<file path="src/rtl/fifo_serial_pkg.sv">
// Shared definitions for the FIFO serial drain stage (TX now, RX later).
package fifo_serial_pkg;

  // Frame sequencer states, 3-bit encoding.
  localparam logic [2:0] ST_IDLE  = 3'd0;
  localparam logic [2:0] ST_FETCH = 3'd1;
  localparam logic [2:0] ST_LATCH = 3'd2;
  localparam logic [2:0] ST_START = 3'd3;
  localparam logic [2:0] ST_DATA  = 3'd4;
  localparam logic [2:0] ST_STOP  = 3'd5;

  // Serial line levels.
  localparam logic LINE_IDLE = 1'b1;
  localparam logic START_BIT = 1'b0;
  localparam logic STOP_BIT  = 1'b1;

  // Counter width able to hold 0..n-1, never narrower than one bit.
  function automatic int width_of(input int n);
    if (n <= 1) begin
      return 1;
    end else begin
      return $clog2(n);
    end
  endfunction

endpackage

</file>
<file path="src/rtl/fifo_serial_bit_timer.sv">
// Bit-period timer: counts 0..CLK_DIV-1 and flags the last cycle of each bit.
module fifo_serial_bit_timer
  import fifo_serial_pkg::*;
#(
  parameter int CLK_DIV = 4
) (
  input  logic clk,
  input  logic kill,
  input  logic clear,
  output logic tick
);

  localparam int              CNT_W   = width_of(CLK_DIV);
  localparam logic [CNT_W-1:0] CNT_MAX = CNT_W'(CLK_DIV - 1);

  generate
    if (CLK_DIV < 1) begin : g_bad_div
      $error("fifo_serial_bit_timer: CLK_DIV must be at least 1");
    end
  endgenerate

  logic [CNT_W-1:0] count;

  // Free-running bit-period counter, restarted by clear so a new frame starts on a bit edge.
  always_ff @(posedge clk) begin
    if (kill) begin
      count <= '0;
    end else if (clear) begin
      count <= '0;
    end else if (count == CNT_MAX) begin
      count <= '0;
    end else begin
      count <= count + CNT_W'(1);
    end
  end

  assign tick = (count == CNT_MAX);

endmodule

</file>
<file path="src/rtl/fifo_serial_tx.sv">
// FIFO drain stage: pops one word at a time and sends it as start bit,
// DATA_W data bits LSB first, stop bit, each held CLK_DIV cycles.
module fifo_serial_tx
  import fifo_serial_pkg::*;
#(
  parameter int DATA_W  = 8,
  parameter int CLK_DIV = 4
) (
  input  logic              clk,
  input  logic              kill,
  input  logic              fifo_empty,
  input  logic [DATA_W-1:0] fifo_dout,
  output logic              fifo_rd,
  output logic              out_port,
  output logic              busy,
  output logic              frame_done
);

  localparam int               IDX_W    = width_of(DATA_W);
  localparam logic [IDX_W-1:0] IDX_LAST = IDX_W'(DATA_W - 1);

  logic [2:0]        state;
  logic [2:0]        state_next;
  logic [DATA_W-1:0] shift;
  logic [DATA_W-1:0] shift_next;
  logic [IDX_W-1:0]  bit_idx;
  logic [IDX_W-1:0]  bit_idx_next;
  logic              out_next;
  logic              done_next;
  logic              tick;
  logic              timer_clear;

  // Restart the bit timer in LATCH so the start bit gets a full period.
  assign timer_clear = (state == ST_LATCH);

  fifo_serial_bit_timer #(
    .CLK_DIV (CLK_DIV)
  ) u_bit_timer (
    .clk   (clk),
    .kill  (kill),
    .clear (timer_clear),
    .tick  (tick)
  );

  // The read request must reach the FIFO in the same cycle IDLE sees data;
  // kill suppresses it so no word is popped while resetting.
  assign fifo_rd = (state == ST_IDLE) && !fifo_empty && !kill;
  assign busy    = (state != ST_IDLE) || fifo_rd;

  // Next-state, shift and line-level decode for the frame sequencer.
  always_comb begin
    state_next   = state;
    shift_next   = shift;
    bit_idx_next = bit_idx;
    done_next    = 1'b0;
    case (state)
      ST_IDLE: begin
        if (!fifo_empty) begin
          state_next = ST_FETCH;
        end else begin
          state_next = ST_IDLE;
        end
      end
      ST_FETCH: begin
        state_next = ST_LATCH;
      end
      ST_LATCH: begin
        shift_next = fifo_dout;
        state_next = ST_START;
      end
      ST_START: begin
        if (tick) begin
          bit_idx_next = '0;
          state_next   = ST_DATA;
        end else begin
          state_next = ST_START;
        end
      end
      ST_DATA: begin
        if (tick) begin
          shift_next = shift >> 1;
          if (bit_idx == IDX_LAST) begin
            state_next = ST_STOP;
          end else begin
            bit_idx_next = bit_idx + IDX_W'(1);
            state_next   = ST_DATA;
          end
        end else begin
          state_next = ST_DATA;
        end
      end
      ST_STOP: begin
        if (tick) begin
          done_next  = 1'b1;
          state_next = ST_IDLE;
        end else begin
          state_next = ST_STOP;
        end
      end
      default: begin
        state_next = ST_IDLE;
      end
    endcase

    // Line level is computed for the upcoming cycle so out_port can be a flop.
    case (state_next)
      ST_START: out_next = START_BIT;
      ST_DATA:  out_next = shift_next[0];
      ST_STOP:  out_next = STOP_BIT;
      default:  out_next = LINE_IDLE;
    endcase
  end

  // Sequencer state and registered line/done outputs; kill overrides everything.
  always_ff @(posedge clk) begin
    if (kill) begin
      state      <= ST_IDLE;
      shift      <= '0;
      bit_idx    <= '0;
      out_port   <= LINE_IDLE;
      frame_done <= 1'b0;
    end else begin
      state      <= state_next;
      shift      <= shift_next;
      bit_idx    <= bit_idx_next;
      out_port   <= out_next;
      frame_done <= done_next;
    end
  end

endmodule
</file>
<file path="config.mk">
export PLATFORM = sky130hd
export DESIGN_NAME = fifo_serial_tx
export DESIGN_NICKNAME = d
export VERILOG_FILES = /design/src/rtl/fifo_serial_pkg.sv /design/src/rtl/fifo_serial_bit_timer.sv /design/src/rtl/fifo_serial_tx.sv
export SDC_FILE = /design/constraint.sdc
export NUM_CORES = 1
export LEC_CHECK = 0
export CAP_MARGIN = 20
export CORE_ASPECT_RATIO = 0.6
export CORE_MARGIN = 10
export CORE_UTILIZATION = 25
export CTS_BUF_LIST = sky130_fd_sc_hd__clkbuf_4 sky130_fd_sc_hd__clkbuf_8
export DETAILED_ROUTE_END_ITERATION = 16
export PLACE_DENSITY = 0.47
export SETUP_SLACK_MARGIN = 0.1
export SLEW_MARGIN = 20
export SYNTH_ARGS = -nofsm -noshare
export SYNTH_HDL_FRONTEND = slang
export SYNTH_HIERARCHICAL = 1
export SYNTH_SLANG_ARGS = --single-unit
export TNS_END_PERCENT = 10
</file>
<file path="constraint.sdc">
create_clock -name clk -period 4.7 [get_ports clk]
set_clock_uncertainty 0.1 [all_clocks]
set_input_delay 1.41 -clock clk [delete_from_list [all_inputs] [get_ports clk]]
set_output_delay 1.41 -clock clk [all_outputs]
set_load 0.01 [all_outputs]
</file>
==> results.sh, run 1 <==
export IMPL_gp_congestion=0.714
export IMPL_synth_top_cells_by_count="dfxtp_1 (18), a21oi_1 (11), nor2_1 (8)"
export IMPL_drt_wl_total_um=1890
export IMPL_synthCells=93
export IMPL_syn_cell_area_um2=873
export IMPL_clock_path_buffers=2
export IMPL_yosysTopAreaCellShare=0.413
export IMPL_grt_overflow=0
export IMPL_vias=693
export IMPL_cts_tree="yes"
export IMPL_cts_made_buffers=3
export IMPL_report_final_hold_viol_count=0
export IMPL_cp_common_cell="clkdlybuf4s50_1"
export IMPL_pre_cts_ws_ps=471
export IMPL_grt_pass1_vias=699
export IMPL_synth_nets=107
export IMPL_ys_async_sr_fraction=0
export IMPL_cpPeakStageDelay_ps=530
export IMPL_grt_total_usage=0.0646
export IMPL_fmax_ghz=0.237
export IMPL_internal_power_w=0.000269
export IMPL_switching_share=0.243
export IMPL_htree_levels=1
export IMPL_rsz0062_at_grt="no"
export IMPL_crit_type="in -> out"
export IMPL_clk_pin_slew_ps=70
export IMPL_slew_limit_headroom=0.617
export IMPL_p_leak_nw=0.412
export IMPL_yosysUniqueCellTypes=33
export IMPL_period_share=0.898
export IMPL_min_period_ps=4220
export IMPL_start_util=0.264
export IMPL_crit_path_end_kind="output port"
export IMPL_cp_data_required_time_ps=3190
export IMPL_setup_viol=0
export IMPL_ant_nets=0
export IMPL_vdd_drop_max_mv=0.0794
export IMPL_synth_seq_cells=18
export IMPL_drt_iter0_markers=47
export IMPL_io_pins=15
export IMPL_outcome="finished clean"
export IMPL_synth_edf_count=0
export IMPL_grt_antenna_before_repair=0
export IMPL_fin_tns_setup_ps=0
export IMPL_drtPass1Iterations=4
export IMPL_tightestPinTransition_ps=568
export IMPL_layout_nets=120
export IMPL_synth_area_leaders="dfxtp_1 (41%), a21oi_1 (6.3%), a22oi_1 (6.0%), mux2i_1 (5.7%), ha_1 (4.3%)"
export IMPL_clock_sinks=18
export IMPL_synth_warnings=6
export IMPL_root_buffer="clkbuf_8"
export IMPL_cp_cell_sequence="clkdlybuf4s50_1 > nor3_1 > or2_2 > clkdlybuf4s50_1"
export IMPL_min_path_type="reg -> reg"
export IMPL_grt_pass1_wl_um=3240
export IMPL_diodes=0
export IMPL_post_cts_resized=0
export IMPL_drive_gt1_frac=0.105
export IMPL_max_cap_viol_count=0
export IMPL_die_area_um2=6330
export IMPL_drv_slew=0
export IMPL_die_width_um=96.3
export IMPL_avgRoutedWirePerCell_um=12.6
export IMPL_cts_hold_buffers=0
export IMPL_num_rows=16
export IMPL_p_seq_frac=0.493
export IMPL_syn_area_per_cell_um2=9.39
export IMPL_route_detailed_drc=0
export IMPL_utilization=0.333
export IMPL_post_synth_top_area_cell="dfxtp_1"
export IMPL_dp_hpwl_um=1310
export IMPL_critPathMaxFanout=2
export IMPL_portBuffers=14
export IMPL_yosysMostFrequentCell="dfxtp_1"
export IMPL_finalWorstSetupSlack_ps=478
export IMPL_insertion_delay_ps=250
export IMPL_arrival_ps=2710
export IMPL_p_comb_frac=0.159
export IMPL_p_clk_frac=0.348
export IMPL_synthToLayoutAreaGrowth_pct=25.9
export IMPL_ys_flop_type="dfxtp_1"
export IMPL_synth_seq_area_share=0.413
export IMPL_core_um2=3300
export IMPL_critPathLaunchType="input port"
export IMPL_grt_start_max_net_pins=19
export IMPL_power_density_nw_per_um2=323
export IMPL_vias_per_cell=4.62
export IMPL_die_h_um=65.8
export IMPL_switching_power_w=0.0000864
export IMPL_crit_slowest_cell="clkdlybuf4s50_1"
export IMPL_cts_setup_buffers=0
-- metal layers --
| layer | up-vias | part of all wire | GRT usage |
|---|---|---|---|
| li1 | 361 | - | - |
| met1 | 319 | 0.53 | 0.0845 |
| met2 | 11 | 0.40 | 0.0886 |
| met3 | 2 | 0.057 | 0.0329 |
| met4 | 0 | 0.013 | 0.0217 |
| met5 | - | 0 | 0 |
-- cell type report --
type                       count  area (µm²)
tap                           45        56.3
multi-input combinational     67         477
inverter                       1        3.75
timing repair buffer          15         148
fill                         358        2200
sequential                    18         360
clock buffer                   4        55.1
-- through the flow --
stage,power [W],instance area [µm²],cells,hold WS (ps)
finish,0.000355,1100,150,350
global route,0.000378,1100,150,375
CTS,0.000365,1100,150,353
detailed placement,0.000235,1040,146,334
global placement,0.000235,1040,146,335
floorplan,0.000213,873,93,317
-- sequential cells by signal (all words and copies together) (netlist names) --
register / count
bit_idx: 3
frame_done: 1
out_port: 1
shift: 8
state: 3
u_bit_timer/count: 2
-- logic make-up after synthesis --
logic type	share of synthesized area
buffers and inverters	0.0415
AND/OR/NAND/NOR	0.271
flip-flops	0.413
AO/OA/AOI/OAI	0.175
multiplexers	0.0573
adder cells (fa/ha/maj)	0.0430
-- power by group through the flow --
stage	registers [W]	clock network (W)	logic [W]
after floorplan	0.000172	0	0.0000402
after global placement	0.000178	0	0.0000570
after detailed placement	0.000178	0	0.0000570
after CTS	0.000175	0.000133	0.0000575
after global routing	0.000177	0.000137	0.0000641
final	0.000175	0.000124	0.0000565
-- worst paths after layout --
| check | from | end | slack, ps | depth (start not counted) |
|---|---|---|---|---|
| worst min-delay path | u_bit_timer/count[0] | u_bit_timer/count[0] | 350 | 1 |
| worst min register to register | u_bit_timer/count[0] | u_bit_timer/count[0] | 350 | 1 |
| worst max-delay path | fifo_empty | busy | 480 | 4 |
| worst max register to register | u_bit_timer/count[0] | out_port | 2600 | 5 |
-- worst max-delay path: cells and delay by family --
kind / cells / cell delay (ps)
buffers and inverters: 2 / 940
AND/OR/NAND/NOR: 2 / 360
-- cells in the final DEF, fill, tap and decap left out, types with 2 or more instances in the layout --
cell type / instances
a22oi_1: 7
and2_1: 2
clkbuf_8: 4
nor2_1: 8
nand3b_1: 2
nand2_1: 6
nor2b_1: 2
a21oi_1: 11
o21ai_0: 2
dfxtp_1: 18
clkdlybuf4s50_1: 14
mux2i_1: 5
ha_1: 3
No activity file was read; power rests on OpenSTA's default activity.
==> inputs of run 2 (changes only) <==
--- a/config.mk
+++ b/config.mk
@@ -13,6 +13,7 @@
 export DETAILED_ROUTE_END_ITERATION = 16
 export PLACE_DENSITY = 0.47
 export SETUP_SLACK_MARGIN = 0.1
+export SKIP_CTS_REPAIR_TIMING = 1
 export SLEW_MARGIN = 20
 export SYNTH_ARGS = -nofsm -noshare
 export SYNTH_HDL_FRONTEND = slang
==> results of run 2 <==
Final layout, timing and power as in run 1 (identical DEF).
==> inputs of run 3 (changes only) <==
==> constraint.sdc (replaced) <==
create_clock -name clk -period 4.8 [get_ports clk]
set_clock_uncertainty 0.1 [all_clocks]
set_input_delay 1.44 -clock clk [delete_from_list [all_inputs] [get_ports clk]]
set_output_delay 1.44 -clock clk [all_outputs]
set_load 0.005 [all_outputs]
==> run 3 against run 2 <==
Combinational power shrank 3%. Critical path depth is the same. Largest power group unchanged. Die area is the same. Global-route usage shrank 0.42 points.
==> results.sh, run 3 (synthesized netlist as in run 1, its figures left out) <==
export IMPL_outcome="finished clean"
export IMPL_gp_congestion=0.699
export IMPL_largestRegisters="shift: 8 flops, bit_idx: 3 flops, state: 3 flops"
export IMPL_min_period_ps=4260
export IMPL_insertion_delay_ps=250
export IMPL_drive_gt1_frac=0.105
export IMPL_die_h_um=65.8
export IMPL_synthToLayoutAreaGrowth_pct=25.9
export IMPL_layout_commonest_cell="dfxtp_1"
export IMPL_avgRoutedWirePerCell_um=12.5
export IMPL_slew_limit_headroom=0.623
export IMPL_dp_hpwl_um=1320
export IMPL_critPathBufInv=2
export IMPL_holdWs_ps=354
export IMPL_drv_slew=0
export IMPL_min_path_type="reg -> reg"
export IMPL_largest_register="shift"
export IMPL_cts_tree="yes"
export IMPL_fmax_ghz=0.235
export IMPL_vdd_drop_max_mv=0.105
export IMPL_power_w=0.000348
export IMPL_cp_cell_sequence="clkdlybuf4s50_1 > nor3_1 > or2_2 > clkdlybuf4s50_1"
export IMPL_htree_levels=1
export IMPL_layout_nets=120
export IMPL_p_seq_frac=0.492
export IMPL_p_comb_frac=0.157
export IMPL_grt_pass1_wl_um=3040
export IMPL_ant_nets=0
export IMPL_num_rows=16
export IMPL_internal_power_w=0.000263
export IMPL_fin_tns_setup_ps=0
export IMPL_clock_sinks=18
export IMPL_drt_iter0_markers=63
export IMPL_diodes=0
export IMPL_cpPeakStageDelay_ps=490
export IMPL_route_detailed_drc=0
export IMPL_grt_start_max_net_pins=19
export IMPL_critPathLaunchType="input port"
export IMPL_crit_slowest_cell="clkdlybuf4s50_1"
export IMPL_vias=706
export IMPL_drtPass1Iterations=4
export IMPL_period_share=0.887
export IMPL_grt_overflow=0
export IMPL_cp_common_cell="clkdlybuf4s50_1"
export IMPL_crit_path_end_kind="output port"
export IMPL_p_clk_frac=0.351
export IMPL_die_area_um2=6330
export IMPL_cp_data_required_time_ps=3260
export IMPL_p_leak_nw=0.412
export IMPL_report_final_hold_viol_count=0
export IMPL_grt_antenna_before_repair=0
export IMPL_io_pins=15
export IMPL_pre_cts_ws_ps=541
export IMPL_root_buffer="clkbuf_8"
export IMPL_cts_made_buffers=3
export IMPL_core_um2=3300
export IMPL_crit_type="in -> out"
export IMPL_setup_viol=0
export IMPL_tightestPinTransition_ps=560
export IMPL_final_cell_mix="dfxtp_1 (18), clkdlybuf4s50_1 (14), a21oi_1 (11)"
export IMPL_switching_power_w=0.0000844
export IMPL_arrival_ps=2720
export IMPL_clock_path_buffers=2
export IMPL_largest_register_ffs=8
export IMPL_grt_total_usage=0.0604
export IMPL_die_width_um=96.3
export IMPL_vias_per_cell=4.71
export IMPL_rsz0062_at_grt="no"
export IMPL_clk_pin_slew_ps=60
export IMPL_drt_wl_total_um=1880
export IMPL_start_util=0.264
export IMPL_path_delay_family="buffers and inverters"
export IMPL_switching_share=0.243
export IMPL_critPathMaxFanout=2
export IMPL_grt_pass1_vias=624
export IMPL_power_density_nw_per_um2=316
export IMPL_finalWorstSetupSlack_ps=540
export IMPL_max_cap_viol_count=0
export IMPL_portBuffers=14
[run 3: cell counts in the layout (fill, tap and decap cells not counted)]
Identical to the previous run, type by type.
[run 3: cell type report]
cell class,instances,area (µm²)
clock buffer,4,55.1
fill,356,2200
inverter,1,3.75
multi-input combinational,67,477
sequential,18,360
tap,45,56.3
timing repair buffer,15,148
[run 3: through the flow]
| stage | utilization | std cells | area [µm²] |
|---|---|---|---|
| after global placement | 0.316 | 146 | 1040 |
| after detailed placement | 0.316 | 146 | 1040 |
| after CTS | 0.333 | 150 | 1100 |
| after global routing | 0.333 | 150 | 1100 |
| final | 0.333 | 150 | 1100 |
| after floorplan | - | 93 | 873 |
[run 3: power groups by stage]
stage	Clock (W)	Sequential [W]	Combinational, W
after floorplan	0	0.000168	0.0000385
after global placement	0	0.000174	0.0000546
after detailed placement	0	0.000174	0.0000551
after CTS	0.000127	0.000171	0.0000553
after global routing	0.000133	0.000173	0.0000606
final	0.000122	0.000171	0.0000547
[run 3: tightest hold or removal path, cell delays in order (launching register included)]
cell	delay (ps)
dfxtp_1	310
nand2_1	50
a21oi_1	50
[run 3: worst paths after layout]
| path | start | endpoint | slack, ps | cells after the start |
|---|---|---|---|---|
| hold / removal | shift[6] | shift[6] | 350 | 2 |
| setup / recovery | fifo_empty | busy | 540 | 4 |
| hold reg to reg | shift[6] | shift[6] | 350 | 2 |
| setup reg to reg | u_bit_timer/count[0] | out_port | 2640 | 5 |
[run 3: layer usage]
layer,wire length [µm],global-route usage
met1,1040,0.0851
met2,724,0.0769
met3,114,0.0306
met4,0,0.0162
met5,0,0
==> RTL edit: new RTL, settings of run 2 <==
Change the parameter `DATA_W` from 8 to 12.
--- a/src/rtl/fifo_serial_tx.sv
+++ b/src/rtl/fifo_serial_tx.sv
@@ -4,5 +4,5 @@
   import fifo_serial_pkg::*;
 #(
-  parameter int DATA_W  = 8,
+  parameter int DATA_W  = 12,
   parameter int CLK_DIV = 4
 ) (
Interface: changed (resized fifo_dout); port bits go from 15 to 19. No check against the original RTL was run, so the function may have changed too.
==> RTL edit against run 2 <==
First-iteration DRC count fell by 45%; combinational power grew 13%; synthesized area is 14% higher; final area grew 16%; critical path depth shrank 1; sequential power increased by 23%; worst setup slack lost 0.028 ns; total power grew 13%; sequential cell count rose by 5; routed wire length increased by 27%; via count grew 23%; critical endpoint is now fifo_rd.
==> RTL edit: results (changes against run 2) <==
Post-Synthesis Net Count - 125 (+17%)
WL final - 2400 um (+27%)
Compound-Gate Fraction of Synth Area - 0.229 (+0.0541)
overall routing resource usage - 0.0711 (+0.00654)
Yosys cell types - 32 (-3.0%)
CP max FO - 3 (+1)
max incr delay on CP - 0.60 ns (+0.07 ns)
crit path DAT - 2.74 ns (+0.03 ns)
largest registers - shift: 12 flops, bit_idx: 4 flops, state: 3 flops
P_leak - 0.433 nW (+5.1%)
final RePlAce weighted congestion - 0.786 (+10%)
Detailed Route Iter0 Violations - 26 (-45%)
Layout Nets - 145 (+21%)
top post-synthesis cells by count - dfxtp_1, a21oi_1, nand2_1
met3 WL - 204 um (+89%)
Peak VDD IR - 118 uV (+49%)
M3 GR Usage - 0.0397 (+0.00680)
sequential cell power - 216 uW (+23%)
met1 wire length - 1230 um (+22%)
Fillers - 388 (+8.4%)
area share of fa/ha/maj cells after synthesis - 0.0252 (-0.0178)
Via density - 4.89 (+5.7%)
cell family with most CP delay - buffers and inverters
# port buffers - 18 (+4)
uppermost layer routed - met3
GR Util met2 - 0.100 (+0.0115)
top post-synthesis cells by area - dfxtp_1, a22oi_1, a21oi_1
status - finished clean
worst slack, placed - 0.456 ns (-0.0149 ns)
share of cells above drive strength 1 - 0.110 (+0.00547)
largest net degree at the start of global routing - 22 (+3)
HPWL after DPL - 1670 um (+27%)
Seq/Total Area, Yosys - 0.463 (+0.0503)
Met2 Wirelength - 964 um (+29%)
crit path max-delay cell type - clkdlybuf4s50_1
mux contribution to synthesized area - 0.0101 (-0.0472)
RTL edit: changes by cell type after synthesis, sizes merged, moves of 3 or more:
cell and delta:
mux2i -4, inv +3, a21oi +6, nand2 +7, dfxtp +5, a22oi +4
RTL edit: layout make-up:
class / count / area share
multi-input combinational: 76 / 0.390
sequential: 23 / 0.362
timing repair buffer: 20 / 0.153
tap: 47 / 0.0462
clock buffer: 3 / 0.0324
inverter: 4 / 0.0118
clock inverter: 1 / 0.00393
RTL edit: final timing paths:
path	to	slack (ns)	depth (start not counted)	startpoint
worst max register to register	out_port	2.65	5	u_bit_timer/count[0]
worst max-delay path	fifo_rd	0.45	3	fifo_empty
worst min register to register	shift[4]	0.36	2	shift[4]
worst min-delay path	shift[4]	0.36	2	shift[4]
RTL edit: through the flow:
stage,util,power [mW],cell area [um2],cells
finish,0.340,0.403,1270,174
global route,0.340,0.428,1270,174
CTS,0.340,0.410,1270,174
detailed placement,0.328,0.284,1230,170
global placement,0.328,0.284,1230,170
floorplan,-,0.256,995,108
